### config.mk
export PLATFORM = sky130hd
export DESIGN_NAME = pipeline_monitor
export DESIGN_NICKNAME = d
export VERILOG_FILES = /design/src/rtl/pipeline_monitor.sv
export SDC_FILE = /design/constraint.sdc
export NUM_CORES = 1
export LEC_CHECK = 0
export CORE_UTILIZATION = 52
export DETAILED_ROUTE_END_ITERATION = 10
export GPL_ROUTABILITY_DRIVEN = 0
export PLACE_DENSITY = 0.76
export SETUP_SLACK_MARGIN = 0.2
export SYNTH_ARGS = -nofsm -noshare
export SYNTH_HDL_FRONTEND = slang
export SYNTH_SLANG_ARGS = --single-unit
### constraint.sdc
create_clock -name clock -period 2.3 [get_ports clock]
set_input_delay 0.23 -clock clock [delete_from_list [all_inputs] [get_ports clock]]
set_output_delay 0.23 -clock clock [all_outputs]
set_load 0.05 [all_outputs]
### src/rtl/pipeline_monitor.sv
`default_nettype none
// ============================================================================
//  Module      : pipeline_monitor
//  Description : Cycle/instruction counter and halt-loop detector (period 1-4)
//                for the 5-stage datapath debug outputs. Optional cycle
//                timeout enabled by defining PIPE_MON_TIMEOUT_EN.
//  Revision    : 1.0 - initial release
// ============================================================================
module pipeline_monitor #(
    parameter int          CNT_W          = 32,
    parameter int          THR1           = 3,
    parameter int          THR2           = 4,
    parameter int          THR3           = 6,
    parameter int          THR4           = 8,
    parameter logic [31:0] NOP_INSTR      = 32'h00000013,
    parameter int          TIMEOUT_CYCLES = 2000
) (
    input  logic             clock,
    input  logic             reset_n,
    input  logic             clear,
    input  logic [31:0]      pc,
    input  logic [31:0]      instr,
    input  logic             stall,
    output logic [CNT_W-1:0] cycle_count,
    output logic [CNT_W-1:0] instr_count,
    output logic             halted,
    output logic [2:0]       loop_len,
    output logic [31:0]      halt_pc,
    output logic             timeout
);

    localparam logic [0:0] c_ST_RUN  = 1'b0;
    localparam logic [0:0] c_ST_HALT = 1'b1;
    localparam int         c_MC_W    = 8;
    localparam logic [c_MC_W-1:0] c_THR [4] = '{c_MC_W'(THR1), c_MC_W'(THR2),
                                                c_MC_W'(THR3), c_MC_W'(THR4)};
    localparam logic [CNT_W-1:0]  c_ONE    = CNT_W'(1);
    localparam logic [CNT_W-1:0]  c_TO_LIM = CNT_W'(TIMEOUT_CYCLES);
`ifdef PIPE_MON_TIMEOUT_EN
    localparam logic c_TO_EN = 1'b1;
`else
    localparam logic c_TO_EN = 1'b0;
`endif

    logic [0:0]        r_state;
    logic [CNT_W-1:0]  r_cyc;
    logic [CNT_W-1:0]  r_icnt;
    logic              r_halted;
    logic [2:0]        r_len;
    logic [31:0]       r_halt_pc;
    logic              r_timeout;
    logic [31:0]       r_hist [4];
    logic [31:0]       r_prev_instr;
    logic [2:0]        r_hv;
    logic [c_MC_W-1:0] r_mc [4];

    logic [CNT_W-1:0]  w_cyc_nxt;
    logic [CNT_W-1:0]  w_icnt_nxt;
    logic [3:0]        w_match;
    logic [3:0]        w_hit;
    logic [c_MC_W-1:0] w_mc_nxt [4];
    logic [2:0]        w_len;
    logic              w_det;
    logic              w_to_hit;

    assign w_cyc_nxt  = (&r_cyc) ? r_cyc : r_cyc + c_ONE;
    assign w_icnt_nxt = (!stall && (instr != NOP_INSTR) && !(&r_icnt)) ? r_icnt + c_ONE : r_icnt;

    // r_hist[k] holds the PC seen k+1 non-stall edges ago
    generate
        for (genvar k = 0; k < 4; k++) begin : g_match
            if (k == 0) begin : g_self
                assign w_match[k] = (r_hv > 3'(k)) && (pc == r_hist[k]) && (instr == r_prev_instr);
            end else begin : g_hist
                assign w_match[k] = (r_hv > 3'(k)) && (pc == r_hist[k]);
            end
            assign w_mc_nxt[k] = w_match[k] ? r_mc[k] + c_MC_W'(1) : '0;
            assign w_hit[k]    = !stall && (w_mc_nxt[k] == c_THR[k]);
        end
    endgenerate

    always_comb begin
        w_len = 3'd0;
        for (int k = 3; k >= 0; k--) begin
            if (w_hit[k]) w_len = 3'(k + 1);
        end
    end

    assign w_det    = |w_hit;
    assign w_to_hit = c_TO_EN && (w_cyc_nxt == c_TO_LIM);

    always_ff @(posedge clock or negedge reset_n) begin
        if (!reset_n) begin
            r_state      <= c_ST_RUN;
            r_cyc        <= '0;
            r_icnt       <= '0;
            r_halted     <= 1'b0;
            r_len        <= 3'd0;
            r_halt_pc    <= 32'd0;
            r_timeout    <= 1'b0;
            r_prev_instr <= 32'd0;
            r_hv         <= 3'd0;
            for (int i = 0; i < 4; i++) begin
                r_hist[i] <= 32'd0;
                r_mc[i]   <= '0;
            end
        end else if (clear) begin
            r_state      <= c_ST_RUN;
            r_cyc        <= '0;
            r_icnt       <= '0;
            r_halted     <= 1'b0;
            r_len        <= 3'd0;
            r_halt_pc    <= 32'd0;
            r_timeout    <= 1'b0;
            r_prev_instr <= 32'd0;
            r_hv         <= 3'd0;
            for (int i = 0; i < 4; i++) begin
                r_hist[i] <= 32'd0;
                r_mc[i]   <= '0;
            end
        end else if (r_state == c_ST_RUN) begin
            r_cyc  <= w_cyc_nxt;
            r_icnt <= w_icnt_nxt;
            // Stall edges freeze history so a bubble never looks like a loop
            if (!stall) begin
                r_hist[0] <= pc;
                for (int i = 1; i < 4; i++) r_hist[i] <= r_hist[i-1];
                r_prev_instr <= instr;
                if (r_hv != 3'd4) r_hv <= r_hv + 3'd1;
                for (int i = 0; i < 4; i++) r_mc[i] <= w_mc_nxt[i];
            end
            if (w_det) begin
                r_state   <= c_ST_HALT;
                r_halted  <= 1'b1;
                r_len     <= w_len;
                r_halt_pc <= pc;
            end else if (w_to_hit) begin
                r_state   <= c_ST_HALT;
                r_halted  <= 1'b1;
                r_timeout <= 1'b1;
                r_len     <= 3'd0;
                r_halt_pc <= pc;
            end
        end
    end

    assign cycle_count = r_cyc;
    assign instr_count = r_icnt;
    assign halted      = r_halted;
    assign loop_len    = r_len;
    assign halt_pc     = r_halt_pc;
    assign timeout     = r_timeout;

endmodule
`default_nettype wire

# == Word level (Yosys, flattened, before mapping) ==
# Cells that the tools add are included.
# word_totals
register_bits,296
latch_bits,0
ramBits,0
mem_bits_ro,0
inputBits,68
output_inout_bits,101
mem_count,0
# op_classes
addsub,7
n_mul,0
div_mod_pow,0
magnitude_cmp,4
eq_ne,14
shift,0
n_mux,39
n_bitwise,0
reduce_logical,24
# op_table
op,n
$mux 32,15
$mux 128,3
$eq 32x32->1,5
$add 32x1->32 const B,2
$reduce_and 32->1,2
$mux 3,11
$add 8x1->8 const B,4
$mux 8,4
$ne 32x5->1 const B,1
$eq 8x3->1 const B,2
$logic_and 1x1->1,11
$eq 8x2->1 const B,1
$eq 8x4->1 const B,1
$reduce_and 2->1,4
$gt 3x1->1 const B,2
$gt 3x2->1 const B,2
$mux 1,6
$ne 2x2->1 const B,3
$reduce_bool 2->1,3
$reduce_or 4->1,1
$add 3x1->3 const B,1
$ne 3x3->1 const B,1
$reduce_and 3->1,1
$logic_not 1->1,2

# == Depth between registers and ports, before layout ==
# logic_depth
ltp_word,12
depth_mapped,11
depth_no_buf,9

# == Least setup slack after synthesis ==
# OpenSTA, ideal clock, no wires.
# synth_path
kind,reg-to-reg
start,register r_mc[0] (netlist bit)
end,register r_len[0] (netlist: loop_len[0])
setup_ns,0.122
arrival_ns,2.413
slack_ns,-0.234
stages_incl_launch_ff,11
path_buffers,2
period_less_slack_ns,2.534
cell_sequence,dfrtp_1 -> ha_1 -> and3_1 -> and3_1 -> nand4b_1 -> a221oi_1 -> and2_1 -> buf_2 -> buf_2 -> o21ai_0 -> a32o_1
# synth_via
elab_chain_cells,7
# synth_lines
item,line_no,text
"start, declared",55,logic [c_MC_W-1:0] r_mc [4];
"start signal, assigned by index",105,r_mc[i] <= '0;
"start signal, assigned by index",119,r_mc[i] <= '0;
$add 8x1->8,77,assign w_mc_nxt[k] = w_match[k] ? r_mc[k] + c_MC_W'(1) : '0;
$mux 8,77,
$eq 8x4->1,78,assign w_hit[k] = !stall && (w_mc_nxt[k] == c_THR[k]);
$logic_and 1x1->1,78,
$reduce_or 4->1,89,assign w_det = |w_hit;
$reduce_bool 2->1 (no source line),--,
$reduce_and 2->1 (no source line),--,
"end signal, assigned",135,r_len <= w_len;
"end, declared",49,logic [2:0] r_len;
# No other way between the ends.
# A chain may end at the register's enable or synchronous reset.

# == Final worst setup path ==
# layout_path
start,register r_prev_instr[11]
end,register r_halt_pc[15] (netlist: halt_pc[15])
# layout_via
elab_chain_cells,8
# layout_lines
item,line_no,text
"start, declared",53,logic [31:0] r_prev_instr;
"start signal, assigned",128,r_prev_instr <= instr;
$eq 32x32->1,73,assign w_match[k] = (r_hv > 3'(k)) && (pc == r_hist[k]) && (instr == r_prev_instr);
$logic_and 1x1->1,73,
$mux 8,77,
$eq 8x2->1,78,
$logic_and 1x1->1,78,
$reduce_or 4->1,89,
$reduce_bool 2->1 (no source line),--,
$reduce_and 2->1 (no source line),--,
"end signal, assigned",136,r_halt_pc <= pc;
"end signal, assigned",142,r_halt_pc <= pc;
"end, declared",50,logic [31:0] r_halt_pc;
# No other way between the ends.

==> impl_metrics.env <==
export IMPL_outcome="complete, but fails checks"
export IMPL_violations="negative setup slack"
export IMPL_cts_sinks=296
export IMPL_finalHoldViolCount=0
export IMPL_dp_cells=2573
export IMPL_synthTopCellsByArea="dfrtp_1 46%, nand2_1 9.4%, xnor2_1 5.9%"
export IMPL_num_vias=16544
export IMPL_clockBufferDepth=3
export IMPL_path_class="register to register"
export IMPL_antenna_left=0
export IMPL_power_leakage_nw=10.07
export IMPL_post_route_drc_count=0
export IMPL_fp_row_count=64
export IMPL_synthToLayoutAreaGrowth_pct=40.55
export IMPL_critical_path_arrival_ns=2.89
export IMPL_grt_pass1_vias=15704
export IMPL_fmax_ghz=0.3994
export IMPL_synth_distinct_cells=60
export IMPL_drv_cap=0
export IMPL_nets=2336
export IMPL_synth_seq_area_share_pct=45.51
export IMPL_synth_area_um2=16280
export IMPL_cp_max_fo=16
export IMPL_core_area_um2=30670
export IMPL_synth_async_reset_ratio_pct=100.0
export IMPL_fin_crit_ns=2.504
export IMPL_worstReg2RegStart="r_prev_instr[11]"
export IMPL_synthCells=1874
export IMPL_p_sw_mw=3.347
export IMPL_relSlewSlack_pct=33.00
export IMPL_first_pass_iters=6
export IMPL_critical_path_top_delay_family="simple AND/OR/NAND/NOR gates"
export IMPL_whs_path_depth=2
export IMPL_num_io_pins=169
export IMPL_grt_setup_unrepaired="yes"
export IMPL_drive_gt1_share_pct=24.54
export IMPL_worstRegToRegCells=9
export IMPL_initial_core_util_pct=53.07
export IMPL_r2r_end="halt_pc[15]"
export IMPL_synth_top_flop_cell="dfrtp_1"
export IMPL_cts_inserted_buffers=35
export IMPL_post_drt_wl_per_cell_um=21.04
export IMPL_powerDensity_nw_per_um2=563.9
export IMPL_comb_power_share_pct=13.4
export IMPL_path_cells="xor2_1 -> nor4_1 -> nand2_1 -> nor4_4 -> buf_4 -> and4_4 -> buf_12 -> nor4_1 -> a211o_1"
export IMPL_root_buffer="clkbuf_16"
export IMPL_clkPwrFrac_pct=44.7
export IMPL_yosys_top_cells_count="406 x nand2_1, 296 x dfrtp_1, 189 x a21oi_1"
export IMPL_routed_wl_mm=56.35
export IMPL_fp_dieArea_um2=32010
export IMPL_p_seq_share_pct=41.8
export IMPL_cp_slowest_cell="dfrtp_1"
export IMPL_start_kind="register"
export IMPL_grt_antenna_before_repair=0
export IMPL_overflow=0
export IMPL_internal_power_mw=9.553
export IMPL_grt_use_total_pct=33.96
export IMPL_dieHeight_um=178.9
export IMPL_cts_tree="done"
export IMPL_die_w_um=178.9
export IMPL_path_clk_slew_ns=0.06
export IMPL_crit_required_ns=2.69
export IMPL_end_kind="register"
export IMPL_hp_start="clear"
export IMPL_regToRegSetupSlack_ns=-0.20
export IMPL_ir_drop_v=0.0005589
export IMPL_dpl_instance_area_um2=20320
export IMPL_grt_max_degree=95
export IMPL_synth_edff_count=0
export IMPL_first_iter_violations=1775
export IMPL_syn_area_per_cell_um2=8.686
export IMPL_diodes=0
export IMPL_worst_pin_slew_ns=1.005
export IMPL_post_place_ws_ns=-0.6368
export IMPL_cts_htree_levels=2
export IMPL_synth_top_area_share_pct=45.51
export IMPL_vias_per_cell=6.178
export IMPL_period_share_pct=108.9
export IMPL_setup_ws_ns=-0.2037
export IMPL_clkLatencyLatePin_ns=0.52
export IMPL_ys_seq_elements=296
export IMPL_yosysMostFrequentCell="nand2_1"
export IMPL_grt_pass1_wl_mm=84.36
export IMPL_synth_warnings=0
export IMPL_hold_class="input port to register"
export IMPL_instances_no_fill=2678
export IMPL_finalSetupViolations=37
export IMPL_slew_viol_final=0
export IMPL_io_buffers=167
export IMPL_path_buf_inv=2
export IMPL_dp_hpwl_mm=37.12
export IMPL_final_area_um2=22880
export IMPL_fin_skew_ns=0.02157
export IMPL_synth_fp_nets=1953
export IMPL_crit_top_cell="nor4_1"
export IMPL_worstHoldEndpoint="cycle_count[27]"
export IMPL_cpPeakStageDelay_ns=0.39
export IMPL_sw_frac_of_total_pct=25.95
export IMPL_yosys_area_top_type="dfrtp_1"
==> layout make-up <==
type	instances	area, um^2
Sequential cell	296	7447
Inverter	20	77.57
Tap cell	396	495.5
Multi-Input combinational cell	1425	9301
Clock inverter	15	203.9
Clock buffer	47	970.9
Timing Repair Buffer	479	4380
Fill cell	1979	7792
==> power groups by stage <==
stage               Sequential [mW]  Combinational, mW  Clock, mW
CTS                            5.39               1.61       5.79
global placement               5.48               1.51          0
floorplan                      5.50              0.660          0
detailed placement             5.49               1.53          0
global route                   5.41               1.83       6.01
finish                         5.40               1.73       5.77
==> worst register-to-register path: stages (launching register included) <==
cell and delay, ns:
dfrtp_1 0.39, xor2_1 0.18, nor4_1 0.32, nand2_1 0.15, nor4_4 0.37, buf_4 0.18, and4_4 0.27, buf_12 0.16
nor4_1 0.07, a211o_1 0.28
==> layout by cell type, fill, tap and decap left out, types with 7 or more instances in the layout <==
cell	n
xnor2_1	97
and3_4	8
o21ai_0	17
a22o_1	36
nand3_1	34
nor4_1	53
nor2_1	76
nor4_2	23
buf_6	31
clkinv_2	9
buf_4	262
a21oi_1	182
and3_1	54
xor2_1	81
nor3_2	7
a211o_1	33
or3_1	15
xnor2_2	12
dfrtp_2	32
o21ai_2	12
nand4_1	54
o21ai_1	11
nor3_1	18
dfrtp_1	264
xor2_2	7
nand2_1	397
buf_12	10
inv_1	17
clkbuf_16	37
clkbuf_1	7
nor2b_1	43
nor2_4	9
nor4_4	10
clkdlybuf4s50_1	157
==> registers in the layout, summed over array words and instances (netlist names) <==
signal	cells
r_prev_instr	32
instr_count	32
r_hist	128
cycle_count	32
r_mc	32
r_state	1
halted	1
r_hv	3
loop_len	3
halt_pc	32
==> cell families after synthesis <==
logic type,after synthesis,share of synthesized area [%]
buffers and inverters,154,3.874
other,1,0.02304
XOR/XNOR,198,10.65
AO/OA/AOI/OAI,332,12.36
multiplexers,5,0.3152
flip-flops,296,45.51
AND/OR/NAND/NOR,877,26.42
adder cells (fa/ha/maj),11,0.8456
==> metal layers <==
layer / global-route usage, % / vias up / routed length, um
li1: - / 7258 / -
met1: 46.58 / 8142 / 22330
met2: 53.83 / 943 / 26370
met3: 4.262 / 201 / 4729
met4: 15.22 / 0 / 2910
met5: 0 / - / 0
==> worst max path at each step <==
stage                           startpoint          end  cells after the start  slack (ns)
final                     r_prev_instr[11]  halt_pc[15]                      9       -0.20
after global routing           r_hist[121]   halt_pc[5]                      9       -0.29
after CTS                      r_hist[106]  halt_pc[19]                      9       -0.15
after detailed placement            pc[20]   halt_pc[4]                     10       -0.64
after global placement              pc[27]  halt_pc[16]                     10       -0.62
after floorplan                    r_mc[0]  loop_len[0]                     10        0.10
==> timing repair <==
item | 4_1_cts | 5_1_grt
gates resized for setup | 112 | 115
endpoints found under the hold margin | 58 | 0
buffers inserted | 22 | 14
cloned | 2 | 4
hold buffers | 1 | 0
setup endpoints to repair | 89 | 285
pin swaps | 60 | 51
==> stage by stage <==
stage	setup TNS, ns	utilization [%]	hold slack [ns]	total power, mW
6_report	-5.719	74.59	0.05158	12.90
5_1_grt	-9.481	74.59	0.06403	13.25
4_1_cts	-3.957	72.29	0.04762	12.79
3_5_place_dp	-46.47	66.25	0.2295	7.015
3_3_place_gp	-45.19	66.25	0.2314	6.987
2_1_floorplan	0	-	-0.06559	6.164
Note: power is estimated with default switching activity, not from simulation.
